===== config.mk =====
export PLATFORM = sky130hd
export DESIGN_NAME = loop_down_counter
export DESIGN_NICKNAME = d
export VERILOG_FILES = /design/src/rtl/loop_down_counter_pkg.sv /design/src/rtl/loop_down_counter_dec.sv /design/src/rtl/loop_down_counter.sv
export SDC_FILE = /design/constraint.sdc
export NUM_CORES = 1
export LEC_CHECK = 0
export BUFFER_PORTS_ARGS = -buffer_cell sky130_fd_sc_hd__buf_4
export CAP_MARGIN = 20
export CELL_PAD_IN_SITES_DETAIL_PLACEMENT = 0
export CELL_PAD_IN_SITES_GLOBAL_PLACEMENT = 1
export CORE_ASPECT_RATIO = 1.1
export CORE_UTILIZATION = 24
export DETAILED_ROUTE_END_ITERATION = 6
export GPL_TIMING_DRIVEN = 0
export PLACE_DENSITY_LB_ADDON = 0.1
export SLEW_MARGIN = 20
export SYNTH_ARGS = -nofsm -noshare
export SYNTH_HDL_FRONTEND = slang
export SYNTH_SLANG_ARGS = --single-unit

===== constraint.sdc =====
create_clock -name Clk -period 2.69 [get_ports Clk]
set_input_delay 0 -clock Clk [delete_from_list [all_inputs] [get_ports Clk]]
set_output_delay 0 -clock Clk [all_outputs]
set_load 0.02 [all_outputs]

===== src/rtl/loop_down_counter_pkg.sv =====
// Shared definitions for the loop countdown counter: state encoding and its typed view.
package loop_down_counter_pkg;

    localparam logic [1:0] ST_IDLE = 2'd0;
    localparam logic [1:0] ST_RUN  = 2'd1;
    localparam logic [1:0] ST_DONE = 2'd2;

    // Encoding 2'd3 is unreachable and is treated as idle by the controller.
    typedef enum logic [1:0] {
        StIdle = ST_IDLE,
        StRun  = ST_RUN,
        StDone = ST_DONE,
        StRsvd = 2'd3
    } state_e;

endpackage


===== src/rtl/loop_down_counter_dec.sv =====
// Combinational decrementer (d = a - 1), modulo 2^DATAWIDTH.
module loop_down_counter_dec #(
    parameter int unsigned DATAWIDTH = 64
) (
    input  logic [DATAWIDTH-1:0] a_i,
    output logic [DATAWIDTH-1:0] d_o
);

    assign d_o = a_i - DATAWIDTH'(1);

endmodule


===== src/rtl/loop_down_counter.sv =====
// Loadable countdown counter for loop control: tracks remaining and completed iterations,
// pulses done for one cycle when the loop completes naturally.
module loop_down_counter
    import loop_down_counter_pkg::*;
#(
    parameter int unsigned DATAWIDTH = 64
) (
    input  logic                 Clk,
    input  logic                 Rst,
    input  logic                 start,
    input  logic [DATAWIDTH-1:0] load_val,
    input  logic                 step_en,
    input  logic                 halt,
    output logic [DATAWIDTH-1:0] count,
    output logic [DATAWIDTH-1:0] iter,
    output logic                 busy,
    output logic                 zero,
    output logic                 done
);

    state_e                 state_q, state_d;
    logic [DATAWIDTH-1:0]   count_q, count_d;
    logic [DATAWIDTH-1:0]   iter_q, iter_d;
    logic [DATAWIDTH-1:0]   count_dec;

    loop_down_counter_dec #(
        .DATAWIDTH(DATAWIDTH)
    ) u_count_dec (
        .a_i(count_q),
        .d_o(count_dec)
    );

    always_comb begin
        state_d = state_q;
        count_d = count_q;
        iter_d  = iter_q;
        case (state_q)
            StRun: begin
                if (halt) begin
                    state_d = StIdle;
                end else if (step_en) begin
                    iter_d = iter_q + DATAWIDTH'(1);
                    // Final step clamps to zero so the count can never wrap below 0.
                    if (count_q > DATAWIDTH'(1)) begin
                        count_d = count_dec;
                    end else begin
                        count_d = '0;
                        state_d = StDone;
                    end
                end
            end
            StDone: begin
                state_d = StIdle;
            end
            default: begin
                if (start) begin
                    iter_d = '0;
                    if (load_val != '0) begin
                        count_d = load_val;
                        state_d = StRun;
                    end else begin
                        count_d = '0;
                        state_d = StDone;
                    end
                end
            end
        endcase
    end

    always_ff @(posedge Clk) begin
        if (Rst) begin
            state_q <= StIdle;
            count_q <= '0;
            iter_q  <= '0;
        end else begin
            state_q <= state_d;
            count_q <= count_d;
            iter_q  <= iter_d;
        end
    end

    assign count = count_q;
    assign iter  = iter_q;
    assign busy  = (state_q == StRun);
    assign done  = (state_q == StDone);
    assign zero  = (count_q == '0);

endmodule


==> out/results.ini, run 1 <==
[finish]
drive_gt1_share_pct=28.19
nets=1396
n_fill_cell=3409
final_util_pct=37.22
mostFrequentLayoutCells=buf_4, dfxtp_1, nor2_1, a21oi_1, nand2_1
stdcell_count=1754
final_common_cell=buf_4
diodes=0
area.growth.synth_to_final_pct=51.68

[setup_path]
crit_start=count[0]
cp-end-kind=register
timing.rr.start=count[0]
cp_slowest_cell=or4_4
slowest_delay_ns=0.52
crit_fanout=10
cp_cell_sequence=or4_4 -> buf_6 -> nor4_4 -> buf_4 -> nand4_1 -> clkbuf_4 -> a2111oi_4 -> a2111oi_1 -> nor3_1
start_kind=register
ff2ff_setup_slack_ns=0.02
worstPathRequired_ns=3.04
worst-setup-path-type=reg2reg
worstRegToRegCells=9
reg2reg_to=count[57]
arrival_ns=3.03

[min_path]
min-delay-start=load_val[21]
hold_path_depth=4
min_to=count[21]
min_path_type=in2reg

[route]
wl_um=40840
wl_per_cell_um=23.29
dr.pass1.iters=6
drt-initial-drc-count=753
route.vias.total=9590
vias_per_cell=5.468
drc=0
ant_nets=0

[cts]
clk_path_buf_depth=2
cts_tree=built
cts.sinks=130
cts_max_level=4
clkSlewWorstSetupHoldPaths_ns=0.07
insertion_delay_ns=0.44
cts_made_buffers=17
ctsRootBufferMaster=clkbuf_16

[timing]
finalHoldViolCount=0
tns_ns=0
holdWs_ns=0.02361
slew_headroom_pct=25.49
maxSlewViolCount=0
fin_crit_sh_pct=99.37
tightest_slew_ns=1.118
fmax_mhz=374.1
fin_skew_ns=0.01364
setup_viol=0
fin_crit_ns=2.673
rsz0062_at_grt=yes

[outcome]
status=complete, no violations

[placement]
dpl.cell_count=1629
finalWeightedCongestion=0.9036
hpwl_um=29600
portBuffers=199

[floorplanning]
fp.dieH_um=190.7
fp.coreArea_mm2=0.03165
rows=68
die_w_um=173.5
initial_utilization_pct=24.54
dieArea_mm2=0.03309
num_io_pins=200

[yosys]
netlist_area_mm2=0.007767
synth_edf_count=0
yosysWarnings=0
yosysTopAreaCell=dfxtp_1
synth.avg_cell_area_um2=7.706
synth_nets=1083
yosysTopAreaCellShare_pct=33.51
ys.flop_type=dfxtp_1
synth_seq_area_share_pct=33.51
synth-seq-cells=130
synthArstFlopShare_pct=0
synthCells=1008
synth.distinct_cells=71
synthTopCellsByArea=dfxtp_1, a21oi_1, nor2_1

[power]
ir_drop_v=0.0004877
total_power_mw=8.345
power_density_mw_per_mm2=708.3
p_leak_nw=4.342

[global_route]
grt_max_degree=17
grt_pass1_wl_um=59990
grt_overflow=0
grt_pass1_vias=9227
track_usage_pct=24.50
antenna_found_initial=0

[job]
drv_cap=0

-- stage by stage --
stage                     worst slack, ns  area, µm²
final                             0.01684      11780
after floorplan                   0.03879       7767
after global routing             -0.06845      11780
after CTS                         -0.2018      11510
after global placement             -1.543       9787
after detailed placement           -1.171       9816
-- Yosys cell counts, drive strengths merged (3+ instances only) --
cell	count
nand2	62
a31oi	27
a22oi	17
and4	12
a211oi	6
xor2	17
o32ai	7
a311oi	3
a21o	7
a41o	3
o31ai	6
or2	3
a21oi	71
nand4	41
nand3b	6
ha	6
and2	8
xnor2	26
nor2	83
and3	28
nor3	62
inv	33
nand3	58
o22ai	11
clkbuf	49
o221ai	6
nand4b	4
nor2b	7
o21ai	40
nand2b	6
dfxtp	130
a2111oi	11
or4	14
a32oi	5
nor3b	3
buf	12
o311ai	4
o211ai	4
or3	42
nor4	42
-- worst max-delay path: cells and delay by family, from the launching register on --
| kind | cells | cell delay (ns) |
|---|---|---|
| AND/OR/NAND/NOR | 4 | 1.14 |
| AO/OA/AOI/OAI | 2 | 0.45 |
| buffers and inverters | 3 | 0.65 |
| flip-flops | 1 | 0.35 |
-- worst max path at each step --
stage | end | slack (ns) | cells past startpoint
floorplan | iter[59] | 0.04 | 8
global placement | count[33] | -1.54 | 9
detailed placement | count[33] | -1.17 | 9
CTS | iter[53] | -0.20 | 7
global route | count[55] | -0.07 | 9
finish | count[57] | 0.02 | 9
-- logic make-up (layout without fill, tap and decap cells) --
kind of cell,after synthesis,in the layout,share of synthesized area [%]
flip-flops,130,130,33.51
AND/OR/NAND/NOR,485,485,34.50
multiplexers,2,2,0.2577
adder cells (fa/ha/maj),6,6,0.9665
buffers and inverters,94,420,4.671
XOR/XNOR,43,43,4.849
AO/OA/AOI/OAI,248,248,21.25
-- sequential cells by signal (all words and copies together), names as in the netlist --
register	flops
state_q	2
iter	64
count	64
-- metal layers --
metal / vias up / global-route usage (%) / part of all wire (%)
li1: 4478 / - / -
met1: 4585 / 29.87 / 41
met2: 433 / 41.12 / 47
met3: 94 / 4.147 / 6.1
met4: 0 / 13.24 / 5.0
met5: - / 0 / 0
-- where the power goes --
group | switching, mW | internal [mW]
registers | 0.335 | 2.09
logic | 2.12 | 1.22
clock network | 0.960 | 1.62
-- cell type report --
cell class / instances / area [µm²] / area share (%)
timing repair buffer: 298 / 2377 / 20.18
clock buffer: 23 / 478.0 / 4.057
inverter: 33 / 123.9 / 1.051
sequential: 130 / 2615 / 22.20
buffer: 57 / 297.8 / 2.528
multi-input combinational: 784 / 5211 / 44.23
clock inverter: 9 / 152.6 / 1.296
tap: 420 / 525.5 / 4.460
-- what timing repair did --
action / CTS / global route
buffers inserted: 29 / 17
pin swaps: 19 / 15
cloned: 0 / 0
endpoints found under the setup margin: 109 / 73
hold endpoints to repair: 50 / 0
hold buffers: 51 / 0
gates resized for setup: 81 / 44
No activity file was read; power rests on OpenSTA's default activity.
==> run 2: changes to the inputs <==
--- a/config.mk
+++ b/config.mk
@@ -10,10 +10,11 @@
 export CELL_PAD_IN_SITES_DETAIL_PLACEMENT = 0
 export CELL_PAD_IN_SITES_GLOBAL_PLACEMENT = 1
 export CORE_ASPECT_RATIO = 1.1
-export CORE_UTILIZATION = 24
+export CORE_UTILIZATION = 35
 export DETAILED_ROUTE_END_ITERATION = 6
 export GPL_TIMING_DRIVEN = 0
 export PLACE_DENSITY_LB_ADDON = 0.1
+export RECOVER_POWER = 50
 export SLEW_MARGIN = 20
 export SYNTH_ARGS = -nofsm -noshare
 export SYNTH_HDL_FRONTEND = slang
==> run 2 against run 1 <==
Effect of this change:
- the run now ends with setup timing left
- wire length fell by 10%
- combinational power is essentially flat
- via count increased by 2.5%
- sequential cell count unchanged
- critical path type unchanged
==> out/results.ini, run 2 (synthesis gave the netlist of run 1 again) <==
[outcome]
status=finished, violations left
failed_checks=setup timing

[placement]
hpwl_um=25840  ; -13%
portBuffers=199  ; unchanged
pre_cts_ws_ns=-0.9447  ; +0.2266 ns
finalWeightedCongestion=0.9628  ; +6.6%
placed_cell_area_mm2=0.009653  ; -1.7%

[cts]
clk_path_buf_depth=2  ; unchanged
insertion_delay_ns=0.43  ; about the same
cts_max_level=4  ; unchanged
ctsRootBufferMaster=clkbuf_16
cts_tree=built
cts.sinks=130  ; unchanged
clkSlewWorstSetupHoldPaths_ns=0.07  ; about the same
cts_made_buffers=17  ; unchanged

[setup_path]
cp-end-kind=register
cp_slowest_cell=or4_4
slowest_delay_ns=0.51  ; about the same
arrival_ns=2.96  ; -0.07 ns
cp_cell_sequence=or4_4 -> buf_6 -> nor4_4 -> buf_4 -> nand4_1 -> buf_4 -> clkbuf_16 -> o21a_1 -> o21ai_1 -> a31oi_1
path_delay_family=simple AND/OR/NAND/NOR gates
cp_common_cell=buf_4
worst-setup-path-type=reg2reg
start_kind=register
worstPathRequired_ns=2.95  ; -0.09 ns
path_buf_inv=4  ; +1
crit_fanout=8  ; -2

[finish]
final_common_cell=buf_4
diodes=0  ; unchanged
area.growth.synth_to_final_pct=45.76
nets=1380  ; -1.1%
drive_gt1_share_pct=23.07  ; -5.1 points
mostFrequentLayoutCells=buf_4, dfxtp_1, clkbuf_1, nor2_1, a21oi_1
final_area_mm2=0.01132  ; -3.9%

[floorplanning]
rows=56  ; -18%
die_w_um=144.0  ; -17%
num_io_pins=200  ; unchanged
fp.coreArea_mm2=0.02151  ; -32%
initial_utilization_pct=36.11  ; +12 points
fp.dieH_um=158.2  ; -17%
dieArea_mm2=0.02279  ; -31%

[route]
wl_um=36740  ; -10%
ant_nets=0  ; unchanged
drt-initial-drc-count=1086  ; +44%
drc=0  ; unchanged
dr.pass1.iters=6  ; unchanged
wl_per_cell_um=22.85  ; -1.9%
vias_per_cell=6.114  ; +12%
route.vias.total=9831  ; +2.5%

[global_route]
grt_pass1_vias=9051  ; -1.9%
antenna_found_initial=0  ; unchanged
grt_max_degree=17  ; unchanged
grt_pass1_wl_um=53640  ; -11%
grt_overflow=0  ; unchanged
track_usage_pct=31.89  ; +7.4 points

[timing]
worst_slack_ns=-0.01081  ; -0.02766 ns
setup_viol=2  ; +2
holdWs_ns=0.009956  ; -0.01365 ns
slew_headroom_pct=39.51  ; +14 points
rsz0062_at_grt=yes
fin_crit_ns=2.701  ; +0.02766 ns
maxSlewViolCount=0  ; unchanged
finalHoldViolCount=0  ; unchanged
fin_skew_ns=0.01176  ; -0.001876 ns
tightest_slew_ns=0.9074  ; -0.2103 ns
fin_crit_sh_pct=100.4  ; +1.0 points
fmax_mhz=370.3  ; -1.0%

[job]
drv_cap=0  ; unchanged

[power]
total_power_mw=8.397  ; +0.62%
ir_drop_v=0.0004572  ; -6.3%
p_leak_nw=4.025  ; -7.3%
power_density_mw_per_mm2=741.6  ; +4.7%

[min_path]
min_path_type=in2reg

==> run 2: cell count changes in the layout (fill, tap and decap cells not counted), moves of 3 or more <==
cell,delta
clkinv_4,+3
clkbuf_1,+65
nor4_1,+3
clkbuf_8,-3
dlygate4sd3_1,-8
buf_4,-72
buf_2,-5
inv_6,+3
a2111oi_1,-6
==> run 2: report_power, final <==
group / switching, mW / leakage (nW) / internal, mW / total, mW
clock network: 1.00 / 0.317 / 1.66 / 2.67
logic: 2.09 / 2.65 / 1.21 / 3.30
registers: 0.338 / 1.06 / 2.09 / 2.43
==> run 2: path summary, 6_finish.rpt <==
path / from / to / slack, ns / cells past startpoint
hold / removal: load_val[33] / count[33] / 0.01 / 4
setup / recovery: count[2] / count[41] / -0.01 / 10
setup reg to reg: count[2] / count[41] / -0.01 / 10
hold reg to reg: iter[63] / iter[63] / 0.48 / 2
==> run 2: cell type report <==
class / count / area, µm²
buffer: 57 / 317.8
clock buffer: 18 / 429.2
clock inverter: 14 / 226.5
fill: 2164 / 10190
inverter: 33 / 123.9
multi-input combinational: 784 / 5235
sequential: 130 / 2613
tap: 290 / 362.8
timing repair buffer: 282 / 2014
==> run 2: worst reg2reg max path: stages, from the launching register on <==
cell,delay [ns]
dfxtp_1,0.40
or4_4,0.51
buf_6,0.15
nor4_4,0.25
buf_4,0.19
nand4_1,0.25
buf_4,0.25
clkbuf_16,0.15
o21a_1,0.18
o21ai_1,0.12
a31oi_1,0.09
==> run 2: routing by layer <==
metal  part of all wire (%)  global-route usage, %  up-vias  wire [µm]
met5                      0                      0        -          0
met4                    5.8                  21.02        0       2132
met3                    9.0                  4.688      143       3307
met2                     46                  50.68      605      16800
met1                     39                  39.98     4631      14500
li1                       -                      -     4452          -
==> run 2: repair_timing <==
| action | in CTS | in global routing |
|---|---|---|
| gates resized for setup | 77 | 62 |
| hold buffers | 43 | 0 |
| cloned | 0 | 1 |
| buffers inserted | 22 | 15 |
| endpoints found under the setup margin | 106 | 85 |
| pin swaps | 16 | 17 |
| hold endpoints to repair | 42 | 0 |
==> run 2: stage by stage <==
step	TNS [ns]	util (%)	cells
floorplan	0	-	1008
global placement	-68.49	44.74	1497
detailed placement	-52.16	44.88	1499
CTS	-0.2157	52.25	1596
global route	-0.5874	52.63	1608
finish	-0.01449	52.63	1608
==> run 3: changes to the inputs <==
--- a/config.mk
+++ b/config.mk
@@ -10,6 +10,7 @@
 export CELL_PAD_IN_SITES_DETAIL_PLACEMENT = 0
 export CELL_PAD_IN_SITES_GLOBAL_PLACEMENT = 1
 export CORE_ASPECT_RATIO = 1.1
+export CORE_MARGIN = 8
 export CORE_UTILIZATION = 35
 export DETAILED_ROUTE_END_ITERATION = 6
 export GPL_TIMING_DRIVEN = 0
==> run 3 against run 2 <==
Effect of this change:
- global-route usage down 4.8 points
- combinational power barely moved
- sequential cell count unchanged
- the flow still finishes with violations (setup timing)
- highest routed layer unchanged
- via count down 0.24%
==> out/results.ini, run 3 (synthesis gave the netlist of run 1 again) <==
[setup_path]
ff2ff_setup_slack_ns=-0.07  ; -0.06 ns
worstRegToRegCells=7  ; -3
cp-end-kind=register
arrival_ns=3.04  ; +0.08 ns
worst-setup-path-type=reg2reg
reg2reg_to=count[46]
cp_cell_sequence=nor4_4 -> buf_4 -> nand3_1 -> or4_1 -> clkbuf_1 -> o311ai_0 -> o221ai_1
worstPathRequired_ns=2.97  ; +0.02 ns
cp_slowest_cell=or4_1
start_kind=register
slowest_delay_ns=0.56  ; +0.05 ns
timing.rr.start=count[31]
crit_fanout=7  ; -1

[finish]
final_area_mm2=0.01148  ; +1.4%
final_util_pct=52.28  ; -0.35 points
mostFrequentLayoutCells=buf_4, dfxtp_1, nor2_1, a21oi_1, nand2_1
n_fill_cell=2222  ; +2.7%
nets=1392  ; +0.87%
drive_gt1_share_pct=26.69  ; +3.6 points
stdcell_count=1627  ; +1.2%
register_area_mm2=0.002610  ; about the same
area.growth.synth_to_final_pct=47.86
multiInputGateArea_mm2=0.005179  ; -1.1%
final_common_cell=buf_4

[cts]
cts_tree=built
insertion_delay_ns=0.43  ; about the same
cts_made_buffers=17  ; unchanged
clkSlewWorstSetupHoldPaths_ns=0.07  ; about the same
cts.sinks=130  ; unchanged
cts_max_level=4  ; unchanged
ctsRootBufferMaster=clkbuf_16
clk_path_buf_depth=2  ; unchanged

[timing]
fmax_mhz=362.7  ; -2.0%
slew_headroom_pct=42.98  ; +3.5 points
fin_crit_sh_pct=102.5  ; +2.1 points
fin_crit_ns=2.757  ; +0.05624 ns
tns_ns=-0.1187  ; -0.1042 ns
tightest_slew_ns=0.8553  ; -0.05209 ns
holdWs_ns=0.01189  ; +0.001939 ns
worst_slack_ns=-0.06705  ; -0.05624 ns
fin_skew_ns=0.01360  ; +0.001837 ns
maxSlewViolCount=0  ; unchanged
finalHoldViolCount=0  ; unchanged
setup_viol=4  ; +2

[route]
wl_per_cell_um=23.27  ; +1.9%
route.vias.total=9807  ; -0.24%
drt-initial-drc-count=888  ; -18%
ant_nets=0  ; unchanged
drc=0  ; unchanged
wl_um=37870  ; +3.1%
vias_per_cell=6.028  ; -1.4%
dr.pass1.iters=7  ; +1

[floorplanning]
rows=57  ; +1.8%
initial_utilization_pct=35.36  ; -0.75 points
fp.coreArea_mm2=0.02197  ; +2.1%
fp.dieH_um=172.2  ; +8.8%
dieArea_mm2=0.02722  ; +19%
num_io_pins=200  ; unchanged
die_w_um=158.0  ; +9.7%

[min_path]
min_to=count[40]
hold_path_depth=4  ; unchanged
min-delay-start=load_val[40]
min_path_type=in2reg

[placement]
hpwl_um=27150  ; +5.1%
portBuffers=199  ; unchanged
placed_cell_area_mm2=0.009659  ; about the same
pre_cts_ws_ns=-0.8777  ; +0.06698 ns
finalWeightedCongestion=0.9502  ; -1.3%
dpl.cell_count=1504  ; +0.33%

[power]
power_density_mw_per_mm2=716.1  ; -3.4%
ir_drop_v=0.0003929  ; -14%
p_leak_nw=4.264  ; +5.9%
total_power_mw=8.224  ; -2.1%

[outcome]
status=finished, violations left
failed_checks=setup timing

[global_route]
grt_pass1_vias=9230  ; +2.0%
grt_max_degree=17  ; unchanged
grt_pass1_wl_um=55590  ; +3.6%
track_usage_pct=27.14  ; -4.8 points
grt_overflow=0  ; unchanged
antenna_found_initial=0  ; unchanged

[job]
drv_cap=0  ; unchanged

==> run 3: cell types whose count changed in the layout (fill, tap and decap cells not counted), sizes merged <==
cell           change
clkinvlp           +4
bufinv             -2
diode              +2
clkbuf            -54
buf               +59
inv                -1
clkdlybuf4s15      +1
dlygate4sd3        +5
==> run 3: critical path, delay by kind of cell, from the launching register on <==
family	cells	cell delay (ns)
buffers and inverters	2	0.41
DFF	1	0.41
and+or+nand+nor	3	1.11
AOI/OAI and AO/OA	2	0.69
==> run 3: timing repair <==
item / 4_1_cts / 5_1_grt
hold buffers: 48 / 0
setup endpoints to repair: 107 / 74
gates resized for setup: 81 / 31
hold endpoints to repair: 47 / 0
pin swaps: 16 / 20
buffers inserted: 29 / 18
==> run 3: worst max-delay path by stage <==
| stage | start | endpoint | cells after the start |
|---|---|---|---|
| 6_report | count[31] | count[46] | 7 |
| 5_1_grt | count[1] | count[46] | 8 |
| 4_1_cts | state_q[1] | count[35] | 9 |
| 3_5_place_dp | count[23] | count[12] | 7 |
| 3_3_place_gp | count[23] | count[4] | 7 |
| 2_1_floorplan | state_q[1] | iter[59] | 8 |
==> run 3: final cells by class <==
type	count	share of cell area, %
Antenna cell	2	0.04358
Buffer	55	2.560
Clock buffer	17	3.704
Clock inverter	15	1.580
Inverter	33	1.079
Multi-Input combinational cell	784	45.09
Sequential cell	130	22.73
Tap cell	295	3.214
Timing Repair Buffer	296	20.00
==> run 3: layer usage <==
metal  vias to the layer above  track usage, %  routed length, µm
met5                         -               0                  0
met3                       145           6.150               3299
li1                       4481               -                  -
met2                       584           45.09              17650
met1                      4597           32.60              14920
met4                         0           13.30               1995
==> run 3: power breakdown <==
group	leakage [nW]	internal (mW)	switching, mW
combinational	2.92	1.27	2.06
sequential	1.06	2.09	0.342
clock	0.282	1.46	1.00
